[config.mk]
export PLATFORM = sky130hd
export DESIGN_NAME = conv_layer_engine
export DESIGN_NICKNAME = d
export VERILOG_FILES = /design/src/rtl/conv_pkg.sv /design/src/rtl/conv_mac_lane.sv /design/src/rtl/conv_layer_engine.sv
export SDC_FILE = /design/constraint.sdc
export NUM_CORES = 2
export LEC_CHECK = 0
export ABC_AREA = 1
export CAP_MARGIN = 20
export CELL_PAD_IN_SITES_DETAIL_PLACEMENT = 0
export CELL_PAD_IN_SITES_GLOBAL_PLACEMENT = 1
export CORE_MARGIN = 2
export CORE_UTILIZATION = 50
export DETAILED_ROUTE_END_ITERATION = 12
export MAX_ROUTING_LAYER = met4
export PLACE_DENSITY_LB_ADDON = 0.1
export SLEW_MARGIN = 20
export SYNTH_ARGS = -nofsm -noshare
export SYNTH_HDL_FRONTEND = slang
export SYNTH_SLANG_ARGS = --single-unit
export TNS_END_PERCENT = 20
[constraint.sdc]
create_clock -name clk -period 10.5 [get_ports clk]
set_input_delay 1.05 -clock clk [delete_from_list [all_inputs] [get_ports clk]]
set_output_delay 1.05 -clock clk [all_outputs]
set_load 0.02 [all_outputs]
[src/rtl/conv_pkg.sv]
// rtl/conv_pkg.sv - shared state type and elaboration helpers for the convolution engine
package conv_pkg;

    typedef enum logic [2:0] {
        IDLE     = 3'd0,
        LOAD_IMG = 3'd1,
        LOAD_FLT = 3'd2,
        COMPUTE  = 3'd3,
        OUTPUT   = 3'd4,
        FIN      = 3'd5
    } conv_state_e;

    function automatic int out_w(input int img_w, input int flt_w, input int stride);
        return (img_w - flt_w) / stride + 1;
    endfunction

    function automatic int idx_w(input int n);
        return (n > 1) ? $clog2(n) : 1;
    endfunction

endpackage

[src/rtl/conv_mac_lane.sv]
// rtl/conv_mac_lane.sv - one signed multiply-accumulate lane; clear with en loads the first product
module conv_mac_lane #(
    parameter int DATA_W = 8,
    parameter int ACC_W  = 32
) (
    input  logic                     clk_i,
    input  logic                     rst_i,
    input  logic                     clear_i,
    input  logic                     en_i,
    input  logic signed [DATA_W-1:0] pixel_i,
    input  logic signed [DATA_W-1:0] weight_i,
    output logic signed [ACC_W-1:0]  acc_o
);

    logic signed [2*DATA_W-1:0] prod;
    logic signed [ACC_W-1:0]    prod_ext;
    logic signed [ACC_W-1:0]    acc_q;
    logic signed [ACC_W-1:0]    acc_d;

    assign prod     = pixel_i * weight_i;
    assign prod_ext = {{(ACC_W-2*DATA_W){prod[2*DATA_W-1]}}, prod};

    always_comb begin
        acc_d = acc_q;
        if (clear_i) begin
            acc_d = en_i ? prod_ext : '0;
        end else if (en_i) begin
            acc_d = acc_q + prod_ext;
        end
    end

    always_ff @(posedge clk_i) begin
        if (rst_i) begin
            acc_q <= '0;
        end else begin
            acc_q <= acc_d;
        end
    end

    assign acc_o = acc_q;

endmodule

[src/rtl/conv_layer_engine.sv]
// rtl/conv_layer_engine.sv - single-layer valid-mode convolution engine, one MAC lane per filter
// Optional CONV_RELU_EN: negative channel results leave as zero.
module conv_layer_engine
    import conv_pkg::*;
#(
    parameter int DATA_W = 8,
    parameter int ACC_W  = 32,
    parameter int IMG_W  = 16,
    parameter int FLT_W  = 4,
    parameter int NUM_CH = 4,
    parameter int STRIDE = 1
) (
    input  logic                     clk,
    input  logic                     rst,
    input  logic                     start,
    input  logic                     keep_flt,
    input  logic                     in_valid,
    output logic                     in_ready,
    input  logic [DATA_W-1:0]        in_data,
    output logic                     out_valid,
    input  logic                     out_ready,
    output logic [NUM_CH*ACC_W-1:0]  out_data,
    output logic [15:0]              out_idx,
    output logic                     busy,
    output logic                     done
);

    localparam int OUT_W     = out_w(IMG_W, FLT_W, STRIDE);
    localparam int IMG_PIX   = IMG_W * IMG_W;
    localparam int FLT_TAPS  = FLT_W * FLT_W;
    localparam int FLT_WORDS = NUM_CH * FLT_TAPS;
    localparam int IMG_AW    = idx_w(IMG_PIX);
    localparam int FLT_AW    = idx_w(FLT_WORDS);
    localparam int LD_W      = idx_w(((IMG_PIX > FLT_WORDS) ? IMG_PIX : FLT_WORDS) + 1);
    localparam int CW        = idx_w(IMG_W + 1);

    if ((IMG_W - FLT_W) % STRIDE != 0) begin : g_bad_stride
        $error("conv_layer_engine: (IMG_W-FLT_W) must be a multiple of STRIDE");
    end

    conv_state_e     state_q, state_d;
    logic            keep_q, keep_d;
    logic [LD_W-1:0] ld_cnt_q, ld_cnt_d;
    logic [CW-1:0]   orow_q, orow_d, ocol_q, ocol_d;
    logic [CW-1:0]   tr_q, tr_d, tc_q, tc_d;
    logic [15:0]     idx_q, idx_d;

    logic signed [DATA_W-1:0] img_mem [IMG_PIX];
    logic signed [DATA_W-1:0] flt_mem [FLT_WORDS];

    logic beat, last_tap, last_pix, acc_clr, acc_en;
    int   pix_a;
    logic signed [DATA_W-1:0] pix_rd;

    assign in_ready  = (state_q == LOAD_IMG) || (state_q == LOAD_FLT);
    assign out_valid = (state_q == OUTPUT);
    assign busy      = (state_q != IDLE);
    assign done      = (state_q == FIN);
    assign out_idx   = idx_q;

    assign beat     = in_valid && in_ready;
    assign last_tap = (tr_q == CW'(FLT_W-1)) && (tc_q == CW'(FLT_W-1));
    assign last_pix = (orow_q == CW'(OUT_W-1)) && (ocol_q == CW'(OUT_W-1));
    assign acc_en   = (state_q == COMPUTE);
    assign acc_clr  = acc_en && (tr_q == '0) && (tc_q == '0);

    always_comb begin
        pix_a  = (int'(orow_q) * STRIDE + int'(tr_q)) * IMG_W + int'(ocol_q) * STRIDE + int'(tc_q);
        pix_rd = img_mem[IMG_AW'(pix_a)];
    end

    always_ff @(posedge clk) begin
        if (!rst && beat) begin
            if (state_q == LOAD_IMG) begin
                img_mem[IMG_AW'(ld_cnt_q)] <= in_data;
            end else begin
                flt_mem[FLT_AW'(ld_cnt_q)] <= in_data;
            end
        end
    end

    always_comb begin
        state_d  = state_q;
        keep_d   = keep_q;
        ld_cnt_d = ld_cnt_q;
        orow_d   = orow_q;
        ocol_d   = ocol_q;
        tr_d     = tr_q;
        tc_d     = tc_q;
        idx_d    = idx_q;
        case (state_q)
            IDLE: begin
                if (start) begin
                    state_d  = LOAD_IMG;
                    keep_d   = keep_flt;
                    ld_cnt_d = '0;
                    orow_d   = '0;
                    ocol_d   = '0;
                    tr_d     = '0;
                    tc_d     = '0;
                    idx_d    = '0;
                end
            end
            LOAD_IMG: begin
                if (beat) begin
                    if (ld_cnt_q == LD_W'(IMG_PIX-1)) begin
                        ld_cnt_d = '0;
                        state_d  = keep_q ? COMPUTE : LOAD_FLT;
                    end else begin
                        ld_cnt_d = ld_cnt_q + LD_W'(1);
                    end
                end
            end
            LOAD_FLT: begin
                if (beat) begin
                    if (ld_cnt_q == LD_W'(FLT_WORDS-1)) begin
                        ld_cnt_d = '0;
                        state_d  = COMPUTE;
                    end else begin
                        ld_cnt_d = ld_cnt_q + LD_W'(1);
                    end
                end
            end
            COMPUTE: begin
                // taps walk row-major; wrapping both counters leaves them ready for the next window
                if (tc_q == CW'(FLT_W-1)) begin
                    tc_d = '0;
                    tr_d = last_tap ? '0 : tr_q + CW'(1);
                end else begin
                    tc_d = tc_q + CW'(1);
                end
                if (last_tap) begin
                    state_d = OUTPUT;
                end
            end
            OUTPUT: begin
                if (out_ready) begin
                    if (last_pix) begin
                        state_d = FIN;
                    end else begin
                        state_d = COMPUTE;
                        idx_d   = idx_q + 16'd1;
                        if (ocol_q == CW'(OUT_W-1)) begin
                            ocol_d = '0;
                            orow_d = orow_q + CW'(1);
                        end else begin
                            ocol_d = ocol_q + CW'(1);
                        end
                    end
                end
            end
            FIN:     state_d = IDLE;
            default: state_d = IDLE;
        endcase
    end

    always_ff @(posedge clk) begin
        if (rst) begin
            state_q  <= IDLE;
            keep_q   <= 1'b0;
            ld_cnt_q <= '0;
            orow_q   <= '0;
            ocol_q   <= '0;
            tr_q     <= '0;
            tc_q     <= '0;
            idx_q    <= '0;
        end else begin
            state_q  <= state_d;
            keep_q   <= keep_d;
            ld_cnt_q <= ld_cnt_d;
            orow_q   <= orow_d;
            ocol_q   <= ocol_d;
            tr_q     <= tr_d;
            tc_q     <= tc_d;
            idx_q    <= idx_d;
        end
    end

    for (genvar c = 0; c < NUM_CH; c++) begin : g_lane
        logic signed [DATA_W-1:0] wt;
        logic signed [ACC_W-1:0]  acc;

        assign wt = flt_mem[FLT_AW'(c * FLT_TAPS + int'(tr_q) * FLT_W + int'(tc_q))];

        conv_mac_lane #(
            .DATA_W (DATA_W),
            .ACC_W  (ACC_W)
        ) u_lane (
            .clk_i    (clk),
            .rst_i    (rst),
            .clear_i  (acc_clr),
            .en_i     (acc_en),
            .pixel_i  (pix_rd),
            .weight_i (wt),
            .acc_o    (acc)
        );

`ifdef CONV_RELU_EN
        assign out_data[c*ACC_W +: ACC_W] = acc[ACC_W-1] ? '0 : acc;
`else
        assign out_data[c*ACC_W +: ACC_W] = acc;
`endif
    end

endmodule

==> impl_metrics.env <==
export IMPL_status="finished, final reports clean"
export IMPL_layout_nets=13010
export IMPL_cpMaxStageDelayCell="fa_4"
export IMPL_grt_pass1_vias=89450
export IMPL_maxCapViolCount=0
export IMPL_dieWidth_um=513.7
export IMPL_fin_crit_sh=0.9590
export IMPL_cts_root_buf="clkbuf_16"
export IMPL_finalSetupViolCount=0
export IMPL_max_freq_mhz=99.31
export IMPL_min_path_type="reg2reg"
export IMPL_clk_path_buf_depth=4
export IMPL_drt_iter0_drc=10910
export IMPL_syn_nets=12960
export IMPL_die_y_um=513.7
export IMPL_num_vias=94180
export IMPL_syn_instance_count=12450
export IMPL_wl_per_cell_um=24.36
export IMPL_ys_ff_latch=2737
export IMPL_ys_warn_count=0
export IMPL_rsz0062_at_grt="true"
export IMPL_grt_max_degree=195
export IMPL_hold_depth=2
export IMPL_core_sq_mm=0.2590
export IMPL_cts_tree="done"
export IMPL_h_tree_depth=5
export IMPL_cp_data_required_time_ps=11280
export IMPL_final_setup_skew_ps=57.76
export IMPL_row_count=187
export IMPL_synthFlopType="edfxtp_1"
export IMPL_io_buffers=161
export IMPL_avgSynthCellArea_sq_um=10.44
export IMPL_critPathCaptureType="flop"
export IMPL_synth_seq_area_share=0.6191
export IMPL_crit_top_cell="nand3_1"
export IMPL_relSlewSlack=0.1976
export IMPL_area_growth_syn_to_layout_pct=11.86
export IMPL_grt_usage=0.3017
export IMPL_drc=0
export IMPL_worst_pin_slew_ps=1199
export IMPL_worst_r2r_path_depth=42
export IMPL_cp_start_kind="flop"
export IMPL_antenna_found_initial=12
export IMPL_synth_cell_area_sq_mm=0.1299
export IMPL_hpwl_um=246400
export IMPL_clkTransAtPathRegs_ps=60
export IMPL_synth_edf_count=2560
export IMPL_routed_wl_um=393000
export IMPL_finalMaxSlewViolations=0
export IMPL_start_util=0.5015
export IMPL_min_period_ps=10070
export IMPL_fp_dieArea_sq_mm=0.2639
export IMPL_pin_count=162
export IMPL_hold_viol_final=0
export IMPL_cp_arrival_ps=10850
export IMPL_final_antenna_net_count=0
export IMPL_setup_tns_ps=0
export IMPL_viasPerCell=5.838
export IMPL_cts_sinks=2737
export IMPL_gr_total_overflow=0
export IMPL_grt_pass1_wl_um=584500
export IMPL_drive_gt1_frac=0.06670
export IMPL_crit_fanout=51
export IMPL_synthArstFlopShare=0
export IMPL_hold_slack_ps=472.1
export IMPL_clkLatencyLatePin_ps=920
export IMPL_max_stage_delay_ps=1030
export IMPL_place_gp_congestion=0.9384
export IMPL_ys_types=61
export IMPL_worstSetupPathType="reg2reg"
export IMPL_cts_made_buffers=298
export IMPL_first_pass_iters=8
## area by class of cell
class	count	area (sq um)
repair buffers	430	4464
well taps	3402	4257
diodes	1	2.502
fillers	22240	113700
clock buffers	362	7845
flip-flops and latches	2737	80420
inverters	836	3206
multi-input cells	8194	43420
clock inverters	170	1669
## kinds of logic after synthesis
group	Yosys count	share of synthesized area
xor gates and xnor gates	100	0.007350
adders and majority gates	501	0.06173
AOI/OAI and AO/OA	1373	0.05934
DFF	2737	0.6191
muxes	3	0.0002312
and+or+nand+nor	6217	0.2037
buffers and inverters	1514	0.04846
## per-layer routing
| metal | vias up | global-route usage | part of all wire |
|---|---|---|---|
| met5 | - | - | 0 |
| met4 | 0 | 0.07842 | 0.026 |
| met3 | 547 | 0.03520 | 0.078 |
| met2 | 3838 | 0.4448 | 0.45 |
| met1 | 46550 | 0.4452 | 0.45 |
| li1 | 43240 | - | - |
## registers in the layout, summed over array words and instances, names as in the netlist, 5 cells and up
name / flops
flt_mem: 512
g_lane.u_lane.acc_o: 128
img_mem: 2048
ld_cnt_q: 9
ocol_q: 5
orow_q: 5
out_idx: 16
tc_q: 5
tr_q: 5
## cell usage after synthesis, types with 21 or more instances
cell / instances / share of area
nand2_1: 2648 / 0.077
edfxtp_1: 2560 / 0.59
nand3_1: 2076 / 0.080
nor2_1: 1300 / 0.038
inv_1: 808 / 0.023
o21ai_0: 666 / 0.026
a21oi_1: 362 / 0.014
buf_2: 360 / 0.014
ha_1: 268 / 0.026
clkbuf_1: 241 / 0.0070
fa_1: 233 / 0.036
dfxtp_1: 177 / 0.027
o211ai_1: 81 / 0.0047
o221ai_1: 77 / 0.0052
nor3_1: 58 / 0.0022
xor2_1: 55 / 0.0037
o22ai_1: 42 / 0.0020
buf_1: 41 / 0.0012
or2_2: 41 / 0.0020
xnor2_1: 39 / 0.0026
a31oi_1: 34 / 0.0016
buf_4: 31 / 0.0018
inv_2: 26 / 0.00075
nand4_1: 26 / 0.0013
o21bai_1: 21 / 0.0012
## through the flow
step,utilization,area [sq um],setup slack [ps],cells
floorplan,-,129900,2510,12450
CTS,0.5603,145100,134.1,16120
global placement,0.5235,135600,321.8,15590
detailed placement,0.5236,135600,182.7,15590
finish,0.5609,145300,430.6,16130
global route,0.5609,145300,-55.08,16130
## worst max-delay path, delay by kind of cell (launching register included)
family	cells	cell delay, ps
adder cells (fa/ha/maj)	9	4340
AND/OR/NAND/NOR	18	2720
buffers and inverters	10	1270
AO/OA/AOI/OAI	5	1160
flip-flops	1	350
## worst paths after layout
path             start                    endpoint  slack, ps
max          ocol_q[1]  g_lane[0].u_lane.acc_o[25]        430
min             keep_q                      keep_q        470
max reg2reg  ocol_q[1]  g_lane[0].u_lane.acc_o[25]        430
min reg2reg     keep_q                      keep_q        470
## cells in the final DEF, fill, tap and decap left out, types with 81 or more instances in the layout
cell type / netlist / final
ha_1: 268 / 265
nor2_1: 1300 / 1295
a21oi_1: 362 / 362
o21ai_0: 666 / 665
clkdlybuf4s50_1: 0 / 152
dfxtp_1: 177 / 175
edfxtp_1: 2560 / 2560
nand2_1: 2648 / 2636
nand3_1: 2076 / 2067
fa_1: 233 / 232
buf_4: 31 / 205
inv_1: 808 / 800
clkbuf_16: 0 / 304
o211ai_1: 81 / 81
## repair_timing
action	4_1_cts	5_1_grt
hold buffers	0	0
setup buffers	0	10
hold endpoints to repair	0	0
gates resized for setup	0	17
endpoints found under the setup margin	0	33
Power is left out: the tool's default activity adds up to more than one toggle a clock period on the data nets, which glitch-free logic cannot reach.
